===== src/rtl/cnn_pkg.sv =====
// Shared constants for the layer RAM arbiter: requester IDs and arbiter state encoding.
package cnn_pkg;

  localparam int NUM_REQ  = 4;
  localparam int REQ_PCIE = 0;
  localparam int REQ_CONV = 1;
  localparam int REQ_POOL = 2;
  localparam int REQ_FC   = 3;

  typedef enum logic {
    IDLE = 1'b0,
    BUSY = 1'b1
  } arb_state_e;

endpackage


===== src/rtl/layer_ram_arbiter_if.sv =====
// Requester-side bus of the layer RAM arbiter: per-requester request/beat
// fields going in, registered grant and read-return strobes coming back.
interface layer_ram_arbiter_if
  import cnn_pkg::*;
#(
  parameter int ADDR_W = 16,
  parameter int DATA_W = 16
);

  logic [NUM_REQ-1:0]        req;
  logic [NUM_REQ-1:0]        we;
  logic [NUM_REQ-1:0]        last;
  logic [NUM_REQ*ADDR_W-1:0] addr;
  logic [NUM_REQ*DATA_W-1:0] wdata;
  logic [NUM_REQ-1:0]        gnt;
  logic [NUM_REQ-1:0]        rd_valid;
  logic [DATA_W-1:0]         rd_data;

  modport master (
    output req, we, last, addr, wdata,
    input  gnt, rd_valid, rd_data
  );

  modport slave (
    input  req, we, last, addr, wdata,
    output gnt, rd_valid, rd_data
  );

endinterface


===== src/rtl/rr_pick4.sv =====
// Combinational round-robin selector: first set bit of eligible at or above
// ptr, wrapping 3 -> 0.
module rr_pick4 (
  input  logic [3:0] eligible,
  input  logic [1:0] ptr,
  output logic [1:0] winner,
  output logic       found
);

  logic [1:0] idx;

  // Scan from the farthest offset down so the closest hit to ptr wins last.
  always_comb begin
    winner = 2'd0;
    found  = 1'b0;
    idx    = 2'd0;
    for (int i = 3; i >= 0; i--) begin
      idx = ptr + 2'(i);
      if (eligible[idx]) begin
        winner = idx;
        found  = 1'b1;
      end
    end
  end

endmodule


===== src/rtl/layer_ram_arbiter.sv =====
// Layer RAM arbiter: shares one RAM port among PCIe, conv, pool and fc
// engines with round-robin burst grants gated by req_mask, and returns read
// data with per-requester valid strobes aligned to RAM_LAT.
// Optional build macro LAYER_RAM_ARB_PCIE_PRIO_EN gives requester 0 strict
// priority in IDLE; requesters 1-3 keep round-robin among themselves.
//
// state | meaning
// IDLE  | no grant; arbitrate eligible requesters (also the release bubble)
// BUSY  | owner holds the RAM port until last, withdraw or MAX_BURST beats
module layer_ram_arbiter
  import cnn_pkg::*;
#(
  parameter int ADDR_W    = 16,
  parameter int DATA_W    = 16,
  parameter int RAM_LAT   = 2,
  parameter int MAX_BURST = 256
) (
  input  logic                clk,
  input  logic                rst,
  layer_ram_arbiter_if.slave  bus,
  input  logic [NUM_REQ-1:0]  req_mask,
  input  logic                err_clr,
  output logic                ram_en,
  output logic                ram_we,
  output logic [ADDR_W-1:0]   ram_addr,
  output logic [DATA_W-1:0]   ram_wdata,
  input  logic [DATA_W-1:0]   ram_rdata,
  output logic                busy,
  output logic                burst_err
);

  localparam int CNT_W = (MAX_BURST > 1) ? $clog2(MAX_BURST) : 1;
  localparam logic [CNT_W-1:0] CNT_LAST = CNT_W'(MAX_BURST - 1);

  arb_state_e                 state_q, state_d;
  logic [NUM_REQ-1:0]         gnt_q, gnt_d;
  logic [1:0]                 owner_q, owner_d;
  logic [1:0]                 ptr_q, ptr_d;
  logic [CNT_W-1:0]           cnt_q, cnt_d;
  logic                       err_q, err_d;
  logic [RAM_LAT-1:0]         rv_q, rv_d;
  logic [RAM_LAT-1:0][1:0]    rid_q, rid_d;

  logic [NUM_REQ-1:0] eligible;
  logic [NUM_REQ-1:0] pick_elig;
  logic               prio_hit;
  logic [1:0]         winner;
  logic               found;
  logic               own_req, own_we, own_last;
  logic               beat, force_rel;

  assign eligible = bus.req & req_mask;

`ifdef LAYER_RAM_ARB_PCIE_PRIO_EN
  assign prio_hit  = eligible[REQ_PCIE];
  assign pick_elig = eligible & 4'b1110;
`else
  assign prio_hit  = 1'b0;
  assign pick_elig = eligible;
`endif

  rr_pick4 u_pick (
    .eligible (pick_elig),
    .ptr      (ptr_q),
    .winner   (winner),
    .found    (found)
  );

  assign own_req   = bus.req[owner_q];
  assign own_we    = bus.we[owner_q];
  assign own_last  = bus.last[owner_q];
  assign beat      = (state_q == BUSY) && own_req;
  assign force_rel = beat && !own_last && (cnt_q == CNT_LAST);

  assign ram_en    = beat;
  assign ram_we    = beat && own_we;
  assign ram_addr  = bus.addr[int'(owner_q)*ADDR_W +: ADDR_W];
  assign ram_wdata = bus.wdata[int'(owner_q)*DATA_W +: DATA_W];

  assign bus.gnt      = gnt_q;
  assign bus.rd_valid = rv_q[RAM_LAT-1] ? (4'b0001 << rid_q[RAM_LAT-1]) : 4'b0000;
  assign bus.rd_data  = ram_rdata;
  assign busy         = (state_q == BUSY);
  assign burst_err    = err_q;

  // Arbitration, burst release and sticky error next-state.
  always_comb begin
    state_d = state_q;
    gnt_d   = gnt_q;
    owner_d = owner_q;
    ptr_d   = ptr_q;
    cnt_d   = cnt_q;
    unique case (state_q)
      IDLE: begin
        if (prio_hit) begin
          state_d = BUSY;
          gnt_d   = 4'b0001;
          owner_d = 2'(REQ_PCIE);
          cnt_d   = '0;
        end else if (found) begin
          state_d = BUSY;
          gnt_d   = 4'b0001 << winner;
          owner_d = winner;
          cnt_d   = '0;
          ptr_d   = winner + 2'd1;
        end
      end
      BUSY: begin
        if (own_req) cnt_d = cnt_q + 1'b1;
        if (!own_req || own_last || force_rel) begin
          state_d = IDLE;
          gnt_d   = '0;
        end
      end
      default: state_d = IDLE;
    endcase
    err_d = force_rel ? 1'b1 : (err_clr ? 1'b0 : err_q);
  end

  // Read-return tag pipeline; drains independently of grant changes.
  always_comb begin
    rv_d     = '0;
    rid_d    = '0;
    rv_d[0]  = beat && !own_we;
    rid_d[0] = owner_q;
    for (int i = 1; i < RAM_LAT; i++) begin
      rv_d[i]  = rv_q[i-1];
      rid_d[i] = rid_q[i-1];
    end
  end

  // State and pipeline registers.
  always_ff @(posedge clk or posedge rst) begin
    if (rst) begin
      state_q <= IDLE;
      gnt_q   <= '0;
      owner_q <= '0;
      ptr_q   <= '0;
      cnt_q   <= '0;
      err_q   <= 1'b0;
      rv_q    <= '0;
      rid_q   <= '0;
    end else begin
      state_q <= state_d;
      gnt_q   <= gnt_d;
      owner_q <= owner_d;
      ptr_q   <= ptr_d;
      cnt_q   <= cnt_d;
      err_q   <= err_d;
      rv_q    <= rv_d;
      rid_q   <= rid_d;
    end
  end

endmodule


===== src/flat_wrapper.sv =====
// flat-port wrapper written by rule: the top's interface ports become plain ports
module layer_ram_arbiter_flat import cnn_pkg::*;
#(
  parameter int ADDR_W    = 16,
  parameter int DATA_W    = 16,
  parameter int RAM_LAT   = 2,
  parameter int MAX_BURST = 256
)
  (clk, rst, req_mask, err_clr, ram_en, ram_we, ram_addr, ram_wdata, ram_rdata, busy, burst_err, bus_req, bus_we, bus_last, bus_addr, bus_wdata, bus_gnt, bus_rd_valid, bus_rd_data);
  layer_ram_arbiter_if #(.ADDR_W(ADDR_W), .DATA_W(DATA_W)) bus_i ();
  input  logic clk;
  input  logic rst;
  input  logic [NUM_REQ-1:0] req_mask;
  input  logic err_clr;
  output logic ram_en;
  output logic ram_we;
  output logic [ADDR_W-1:0] ram_addr;
  output logic [DATA_W-1:0] ram_wdata;
  input  logic [DATA_W-1:0] ram_rdata;
  output logic busy;
  output logic burst_err;
  input wire logic [$bits(bus_i.req)-1:0] bus_req;
  input wire logic [$bits(bus_i.we)-1:0] bus_we;
  input wire logic [$bits(bus_i.last)-1:0] bus_last;
  input wire logic [$bits(bus_i.addr)-1:0] bus_addr;
  input wire logic [$bits(bus_i.wdata)-1:0] bus_wdata;
  output wire logic [$bits(bus_i.gnt)-1:0] bus_gnt;
  output wire logic [$bits(bus_i.rd_valid)-1:0] bus_rd_valid;
  output wire logic [$bits(bus_i.rd_data)-1:0] bus_rd_data;
  assign bus_i.req = bus_req;
  assign bus_i.we = bus_we;
  assign bus_i.last = bus_last;
  assign bus_i.addr = bus_addr;
  assign bus_i.wdata = bus_wdata;
  assign bus_gnt = bus_i.gnt;
  assign bus_rd_valid = bus_i.rd_valid;
  assign bus_rd_data = bus_i.rd_data;
  layer_ram_arbiter #(.ADDR_W(ADDR_W), .DATA_W(DATA_W), .RAM_LAT(RAM_LAT), .MAX_BURST(MAX_BURST)) u_core (.clk(clk), .rst(rst), .bus(bus_i), .req_mask(req_mask), .err_clr(err_clr), .ram_en(ram_en), .ram_we(ram_we), .ram_addr(ram_addr), .ram_wdata(ram_wdata), .ram_rdata(ram_rdata), .busy(busy), .burst_err(burst_err));
endmodule

===== config.mk =====
export PLATFORM = sky130hd
export DESIGN_NAME = layer_ram_arbiter_flat
export DESIGN_NICKNAME = d
export VERILOG_FILES = /design/src/rtl/cnn_pkg.sv /design/src/rtl/layer_ram_arbiter_if.sv /design/src/rtl/rr_pick4.sv /design/src/rtl/layer_ram_arbiter.sv /design/src/flat_wrapper.sv
export SDC_FILE = /design/constraint.sdc
export NUM_CORES = 1
export LEC_CHECK = 0
export CORE_MARGIN = 2
export CORE_UTILIZATION = 32
export DETAILED_ROUTE_END_ITERATION = 10
export PLACE_DENSITY = 0.93
export SYNTH_ARGS = -nofsm -noshare
export SYNTH_HDL_FRONTEND = slang
export SYNTH_HIERARCHICAL = 1
export SYNTH_SLANG_ARGS = --single-unit

===== constraint.sdc =====
create_clock -name clk -period 4.7 [get_ports clk]
set_input_delay 0.94 -clock clk [delete_from_list [all_inputs] [get_ports clk]]
set_output_delay 0.94 -clock clk [all_outputs]
set_load 0.02 [all_outputs]

==> reports/qor.csv, run 1 <==
metric;value;unit
outcome;finished clean;
initial drt markers;126;
syn nets;340;
Leak;1.59;nW
Post-CTS Setup Bufs;0;
CTS Root Cell;clkbuf_8;
die span in x;86.7;µm
Overflow after GRT;0;
Clock Skews;0.00449;ns
Finished Layout Cells;423;
register area share after synthesis;27.5;%
Final Max Slew Viols;0;
vias;2228;
CTS tree;yes;
CP Cell Sequence;clkdlybuf4s50_1 -> mux2_4 -> a22oi_4 -> inv_4 -> and2_1 -> clkdlybuf4s50_1;
clock slew at reported path FFs;0.08;ns
Worst-Margin Slew;0.951;ns
WP buf/inv;3;
Hold-fix buffers, CTS;0;
Core Util, Final;60.6;%
Hold Path Sink;u_core/rid_q[2];
Ports;223;
setup TNS;0;ns
post-synthesis simple-gate area fraction;11.0;%
post-route ant nets;0;
first-pass GRT wire length;12.9;mm
Hold Slack;0.352;ns
Die H;86.7;µm
fin crit share;80.6;%
Max IR drop VDD;270;µV
RSZ-0062 raised after global routing;no;
Synth Area in Adders;2.86;%
PostCTS Resize Cnt;0;
distinct cell type count after synthesis;38;
die area;0.00751;mm²
hold crit path type;register to register;
cell count after synthesis;172;
CP arrival;2.85;ns
Synthesis Warnings;6;
Area Growth Syn to Fin;86.0;%
minimum clock period;3.79;ns
crit-path most repeated cell;clkdlybuf4s50_1;
worst skew pair latency;0.26;ns
pwr/cell area;445;mW/mm²
Synth Register Bits;24;
crit-path max FO;12;
f_max;264;MHz
max-cap violations;0;
cell family with most CP delay;buffers and inverters;
R2R depth;3;
placed insts;418;
CP max stage delay;0.53;ns
Reg2Reg Capture Point;u_core/bus.gnt[1];
H-tree depth;1;
Final Hold Vio Count;0;
layout cells sized above 1;14.9;%
core box area;0.00672;mm²
R2R Path Start;u_core/owner_q[0];
standard-cell row count;30;
hold wc startpoint;u_core/rid_d[2];
drt via density;5.27;
critical path class;input pin to output pin;
vias in the first global route;2452;
Final setup viols;0;
Worst EP required;3.76;ns
DRC;0;
Routed WL;9.10;mm
WL per Instance;21.5;µm
hold depth;0;
initial antenna violation count;1;
power after layout;1.81;mW
largest net degree at the start of global routing;36;
R2R Setup Slk;2.35;ns
mux contribution to synthesized area;40.1;%
max_slew headroom;36.6;%
GP Congestion;0.793;
area fraction in compound gates after synthesis;9.04;%
gr usage total;23.0;%
Initial Util;32.6;%
Synth Area in XOR/XNOR;0;%
crit start category;input pin;
CTS Buf Count;3;
syn_area_per_cell;12.7;µm²
PortBufs;190;
CTS max path bufs;2;
DRT Pass-1 Iters;5;
final net count;511;
mapped cell area;0.00219;mm²
clk sinks;24;
slowest CP cell;clkdlybuf4s50_1;
largest family of logic cells by synthesized area;multiplexers;
Crit. End Element;output pin;
dpl hpwl;7.85;mm
layout make-up:
class / count / area [µm²]
Fill cell: 544 / 2650
Timing Repair Buffer: 192 / 1920
Multi-Input combinational cell: 116 / 1380
Sequential cell: 24 / 602
Tap cell: 80 / 100
Clock buffer: 4 / 45.0
Inverter: 6 / 25.0
Antenna cell: 1 / 2.50
synth_stat cells (all sizes together):
cell     count  share of area, %
nor3b        4               1.4
nor2b        2              0.57
a211oi       2              0.92
dfrtp       24                27
o31ai        2              0.69
a211o        3               1.2
a22o         2              0.80
inv          6               1.1
mux4        34                35
a21oi        4              0.92
nand2b       3              0.86
a22oi        1              0.97
buf         22               7.7
ha           5               2.9
mux2i        4               1.8
a21o         3               1.0
nand2        6               1.0
a311oi       1              0.69
o2bb2ai      3               1.2
or2          1              0.29
and3         4               1.1
or4          1              0.34
o32ai        1              0.40
nand3        3              0.69
clkbuf       4              0.69
and3b        1              0.40
o21ai        1              0.23
nor3         2              0.46
mux2         6               3.3
and2         6               1.7
or3          1              0.29
nor2        10               1.8
through the flow:
| step | setup WS, ns | area, µm² |
|---|---|---|
| global placement | 0.938 | 4020 |
| CTS | 0.901 | 4070 |
| global route | 0.776 | 4070 |
| detailed placement | 0.908 | 4020 |
| floorplan | 2.01 | 2190 |
| finish | 0.911 | 4070 |
cells by family after synthesis:
family,Yosys count
AOI/OAI and AO/OA,23
and+or+nand+nor,44
adders and majority gates,5
buffers and inverters,32
muxes,44
DFF,24
metal layers:
layer,track usage (%),share of wire [%],up-vias
met5,0,0,-
met4,8.24,3.4,0
met3,9.71,11,32
met2,41.1,52,118
met1,24.1,33,1080
li1,-,-,998
cell usage in the layout (no fill, tap or decap), types with 2 or more instances in the layout:
cell type	Yosys	layout
clkdlybuf4s50_1	0	190
o2bb2ai_1	3	3
inv_1	5	5
and3_1	4	4
buf_4	16	2
nand2b_1	3	3
a21o_1	3	3
clkbuf_8	0	3
nand3_1	3	3
mux4_2	34	34
nor2b_1	2	2
nor2_1	9	9
a22o_1	2	2
dfrtp_1	24	23
o31ai_1	2	2
nor3_1	2	2
ha_1	5	5
mux2_2	5	5
a21oi_1	4	4
and2_1	6	6
mux2i_1	4	4
a211o_1	3	3
nand2_1	6	6
nor3b_1	4	4
where the power goes:
group,internal [mW],switching [mW]
clock network,0.0605,0.0621
logic,0.719,0.582
registers,0.268,0.120
total,1.05,0.764
worst max-delay path by stage:
stage / start / to / slack, ns / depth (start not counted)
floorplan: bus_req[1] / ram_we / 2.01 / 4
finish: bus_req[1] / ram_we / 0.91 / 6
CTS: u_core/owner_q[0] / ram_addr[0] / 0.90 / 3
detailed placement: bus_req[1] / ram_we / 0.91 / 6
global placement: bus_req[1] / ram_we / 0.94 / 6
global route: u_core/owner_q[0] / ram_addr[8] / 0.78 / 3
flip-flops by register name, summed over array words and instances, names as in the netlist:
name,count
u_core/cnt_q,8
u_core/bus.gnt,4
u_core/owner_q,2
u_core/ptr_q,2
u_core/rid_d,2
u_core/rid_q,2
u_core/rv_q,2
u_core/burst_err,1
u_core/busy,1
Power figures use the tool's default switching activity.
==> run 2, diff against run 1 <==
--- a/config.mk
+++ b/config.mk
@@ -6,9 +6,9 @@
 export NUM_CORES = 1
 export LEC_CHECK = 0
 export CORE_MARGIN = 2
-export CORE_UTILIZATION = 32
+export CORE_UTILIZATION = 27
 export DETAILED_ROUTE_END_ITERATION = 10
-export PLACE_DENSITY = 0.93
+export PLACE_DENSITY = 0.84
 export SYNTH_ARGS = -nofsm -noshare
 export SYNTH_HDL_FRONTEND = slang
 export SYNTH_HIERARCHICAL = 1
==> constraint.sdc (replaced) <==
create_clock -name clk -period 3.3 [get_ports clk]
set_input_delay 0.66 -clock clk [delete_from_list [all_inputs] [get_ports clk]]
set_output_delay 0.66 -clock clk [all_outputs]
set_load 0.02 [all_outputs]
==> run 2 against run 1 <==
Clock power is 110% higher. Non-clock buffer count is 5 higher. Highest routed layer unchanged. Hold slack hardly changed. Register-to-register slack worse by 1.2 ns. Setup slack worse by 0.62 ns. Critical path depth stayed put. Sequential power is 31% higher. Die area is 18% higher. Global-route usage is 4.4 points lower. Routed wire length is 4.0% lower. Count of clock-buffer cells in the layout is 1 lower. Core utilization is 7.1 points lower.
==> reports/qor.csv, run 2 (same netlist as run 1, synthesis figures left out) <==
metric;value;unit
Area Growth Syn to Fin;90.8;%
vias in the first global route;2329;
worst skew pair latency;0.27;ns
slowest CP cell;clkdlybuf4s50_1;
layout cells sized above 1;16.4;%
post-route ant nets;0;
area occupied by multi-input gates;0.00138;mm²
initial drt markers;53;
Max IR drop VDD;278;µV
max-cap violations;0;
outcome;finished clean;
fillers;671;
hold crit path type;register to register;
CTS Root Cell;clkbuf_8;
Final setup viols;0;
GP Congestion;0.753;
CP arrival;2.35;ns
standard-cell row count;32;
DRT Pass-1 Iters;4;
Crit. End Element;output pin;
minimum clock period;3.01;ns
CTS tree;yes;
Ports;223;
H-tree depth;1;
placed inst area;0.00410;mm²
CTS Buf Count;3;
vias;2193;
WP buf/inv;3;
setup TNS;0;ns
dpl hpwl;7.51;mm
PortBufs;190;
crit-path most repeated cell;clkdlybuf4s50_1;
Finished Layout Cells;450;
Worst-Margin Slew;0.919;ns
Routed WL;8.73;mm
die area;0.00884;mm²
fin area;0.00417;mm²
initial antenna violation count;1;
Clock Skews;0.00388;ns
pwr/cell area;649;mW/mm²
crit start category;input pin;
Die H;94;µm
core box area;0.00781;mm²
Worst EP required;2.64;ns
Initial Util;28.0;%
Post-CTS Setup Bufs;0;
first-pass GRT wire length;12.4;mm
final net count;516;
cell family with most CP delay;buffers and inverters;
CTS max path bufs;2;
max_slew headroom;38.7;%
clock slew at reported path FFs;0.08;ns
crit-path max FO;9;
CP max stage delay;0.52;ns
max reg flops;8;
most common cell after layout, fill and taps aside;clkdlybuf4s50_1;
placed insts;445;
Final Max Slew Viols;0;
CP Cell Sequence;clkdlybuf4s50_1 -> mux2_2 -> a22oi_4 -> inv_4 -> and2_1 -> clkdlybuf4s50_1;
Overflow after GRT;0;
DRC;0;
Hold-fix buffers, CTS;0;
PostCTS Resize Cnt;0;
fin crit share;91.3;%
clk sinks;24;
gr usage total;18.6;%
RSZ-0062 raised after global routing;no;
largest net degree at the start of global routing;25;
Reg with most FFs;u_core/cnt_q;
drt via density;4.87;
f_max;332;MHz
most frequent cells in the layout;190 x clkdlybuf4s50_1, 34 x mux4_2, 23 x dfrtp_1;
WL per Instance;19.4;µm
Final Hold Vio Count;0;
register area;602;µm²
critical path class;input pin to output pin;
Leak;1.63;nW
die span in x;94;µm
run 2: final timing paths:
check | startpoint | endpoint | slack [ns] | depth (start not counted)
min in group asynchronous | rst | u_core/ptr_q[0] | 0.89 | 2
max in group asynchronous | rst | u_core/owner_q[0] | 1.78 | 2
hold reg to reg | u_core/rid_d[2] | u_core/rid_q[2] | 0.35 | 0
hold / removal | u_core/rid_d[2] | u_core/rid_q[2] | 0.35 | 0
setup reg to reg | u_core/owner_q[0] | u_core/cnt_q[7] | 1.13 | 6
setup / recovery | bus_req[0] | ram_we | 0.29 | 6
run 2: power breakdown:
part | internal [mW] | switching [mW]
Clock | 0.162 | 0.0955
Combinational | 1.07 | 0.871
Sequential | 0.383 | 0.124
Total | 1.62 | 1.09
run 2: metal layers:
metal  track usage, %  vias to the layer above  share of wire [%]
met4             4.71                        0                1.0
li1                 -                     1012                  -
met1             22.0                     1060                 36
met3             8.67                       10                 12
met5                0                        -                  0
met2             30.7                      111                 51
run 2: per-stage QoR:
step | power [mW] | setup slack [ns] | util (%) | hold WS (ns)
2_1_floorplan | 1.64 | 1.17 | - | 0.331
3_3_place_gp | 2.45 | 0.286 | 52.5 | 0.333
3_5_place_dp | 2.47 | 0.277 | 52.5 | 0.336
4_1_cts | 2.74 | 0.248 | 53.4 | 0.356
5_1_grt | 2.87 | 0.134 | 53.4 | 0.369
6_report | 2.71 | 0.287 | 53.4 | 0.353
run 2: worst reg2reg max path, delay by kind of cell (launching register included):
kind                   cells  cell delay (ns)
and+or+nand+nor            2             0.71
AOI/OAI and AO/OA          2             0.25
buffers and inverters      2             0.46
DFF                        1             0.68
run 2: layout make-up:
type                    instances  share of cell area (%)
multi-input cells             116                    33.0
clock inverters                 1                   0.720
diodes                          1                  0.0600
clock buffers                   3                   0.990
inverters                       6                   0.600
well taps                     102                    3.06
flip-flops and latches         24                    14.4
repair buffers                197                    47.1
==> run 3, diff against run 2 <==
--- a/config.mk
+++ b/config.mk
@@ -6,9 +6,9 @@
 export NUM_CORES = 1
 export LEC_CHECK = 0
 export CORE_MARGIN = 2
-export CORE_UTILIZATION = 27
+export CORE_UTILIZATION = 32
 export DETAILED_ROUTE_END_ITERATION = 10
-export PLACE_DENSITY = 0.84
+export PLACE_DENSITY = 0.93
 export SYNTH_ARGS = -nofsm -noshare
 export SYNTH_HDL_FRONTEND = slang
 export SYNTH_HIERARCHICAL = 1
==> constraint.sdc (replaced) <==
create_clock -name clk -period 3.5 [get_ports clk]
set_input_delay 0.7 -clock clk [delete_from_list [all_inputs] [get_ports clk]]
set_output_delay 0.7 -clock clk [all_outputs]
set_load 0.02 [all_outputs]
==> run 3 against run 2 <==
Final cell count decreased by 5.3%. Core utilization grew 7.9 points. Clock skew grew 0.0069 ns. Count of clock-buffer cells in the layout is the same. First-iteration DRC count rose by 91%. Die area decreased by 15%. Non-clock buffer count down 1. Sequential share of layout area rose by 0.18 points. Routed wire length up 1.8%.
==> reports/qor.csv, run 3 (same netlist as run 1, synthesis figures left out) <==
metric;value;unit
outcome;finished clean;
R2R Setup Slk;1.47;ns
crit-path max FO;9;
CTS Buf Count;3;
capture point of the worst path;ram_we;
H-tree depth;1;
fillers;539;
core box area;0.00672;mm²
crit start category;input pin;
hold crit path type;register to register;
CP max stage delay;0.53;ns
die span in x;86.7;µm
post-route ant nets;0;
f_max;323;MHz
WL per Instance;20.9;µm
minimum clock period;3.10;ns
max_slew headroom;37.5;%
max-cap violations;0;
Area Growth Syn to Fin;88.5;%
worst skew pair latency;0.27;ns
die area;0.00751;mm²
Die H;86.7;µm
DRT Pass-1 Iters;4;
slowest CP cell;clkdlybuf4s50_1;
Final Max Slew Viols;0;
Routed WL;8.89;mm
setup TNS;0;ns
GP Congestion;0.805;
CP Cell Sequence;clkdlybuf4s50_1 -> mux2_4 -> a22oi_4 -> inv_4 -> and2_1 -> clkdlybuf4s50_1;
placed inst area;0.00405;mm²
Worst EP required;2.80;ns
vias in the first global route;2491;
dpl hpwl;7.74;mm
Leak;1.62;nW
max reg flops;8;
Setup WS pre-CTS;0.399;ns
most frequent cells in the layout;190 x clkdlybuf4s50_1, 34 x mux4_2, 23 x dfrtp_1;
Clock Skews;0.0108;ns
initial drt markers;101;
most common cell after layout, fill and taps aside;clkdlybuf4s50_1;
fin crit share;88.6;%
Final setup viols;0;
PostCTS Resize Cnt;0;
initial antenna violation count;0;
CTS Root Cell;clkbuf_8;
crit-path most repeated cell;clkdlybuf4s50_1;
final worst slack;0.400;ns
Reg2Reg Capture Point;u_core/cnt_q[7];
R2R Path Start;u_core/owner_q[0];
Initial Util;32.6;%
Worst-Margin Slew;0.936;ns
clock slew at reported path FFs;0.09;ns
RSZ-0062 raised after global routing;no;
crit path from;bus_req[1];
PortBufs;190;
Hold-fix buffers, CTS;0;
vias;2217;
standard-cell row count;30;
DRC;0;
Overflow after GRT;0;
Reg with most FFs;u_core/cnt_q;
pwr/cell area;616;mW/mm²
CTS tree;yes;
final net count;515;
R2R depth;6;
CP arrival;2.40;ns
Final Hold Vio Count;0;
drt via density;5.20;
fin area;0.00412;mm²
CTS max path bufs;2;
Ports;223;
gr usage total;23.3;%
largest net degree at the start of global routing;27;
critical path class;input pin to output pin;
Max IR drop VDD;287;µV
layout cells sized above 1;16.2;%
first-pass GRT wire length;13.2;mm
clk sinks;24;
n_diodes;0;
Post-CTS Setup Bufs;0;
Crit. End Element;output pin;
==> run 3: per-layer routing <==
layer	part of all wire, %	wire length (µm)	GRT usage (%)
met4	2.8	250	7.67
met1	35	3090	25.6
met2	53	4690	41.7
met3	9.7	858	8.48
met5	0	0	0
==> run 3: report_power, final <==
group          switching, mW  internal [mW]
Combinational          0.857          0.990
Clock                 0.0932          0.153
Sequential            0.0869          0.361
==> run 3: critical path, delay by kind of cell <==
family | cells | cell delay, ns
compound gates | 1 | 0.24
buf+inv | 3 | 1.03
mux | 1 | 0.29
simple gates | 1 | 0.14
==> run 3: area by class of cell <==
type                    count  area [µm²]  area share, %
clock buffers               3        41.3           1.00
inverters                   6        25.0          0.607
multi-input cells         116        1380           33.4
flip-flops and latches     24         602           14.6
well taps                  80         100           2.43
repair buffers            196        1950           47.2
clock inverters             1        30.0          0.728
==> run 3: through the flow <==
stage,hold WS [ns],power (mW),std cells,utilization (%)
5_1_grt,0.362,2.69,426,61.4
4_1_cts,0.357,2.58,426,61.4
3_3_place_gp,0.332,2.30,422,60.3
6_report,0.355,2.54,426,61.4
3_5_place_dp,0.335,2.32,422,60.3
2_1_floorplan,0.331,1.54,172,-
==> run 3: worst min path at each step <==
stage                          from  slack [ns]  cells past startpoint              end
floorplan           u_core/rid_d[2]        0.33                      0  u_core/rid_q[2]
global placement    u_core/rid_d[2]        0.33                      0  u_core/rid_q[2]
detailed placement   u_core/rv_q[0]        0.33                      0   u_core/rv_q[1]
CTS                  u_core/rv_q[0]        0.36                      0   u_core/rv_q[1]
global route        u_core/rid_d[3]        0.36                      0  u_core/rid_q[3]
finish               u_core/rv_q[0]        0.36                      0   u_core/rv_q[1]
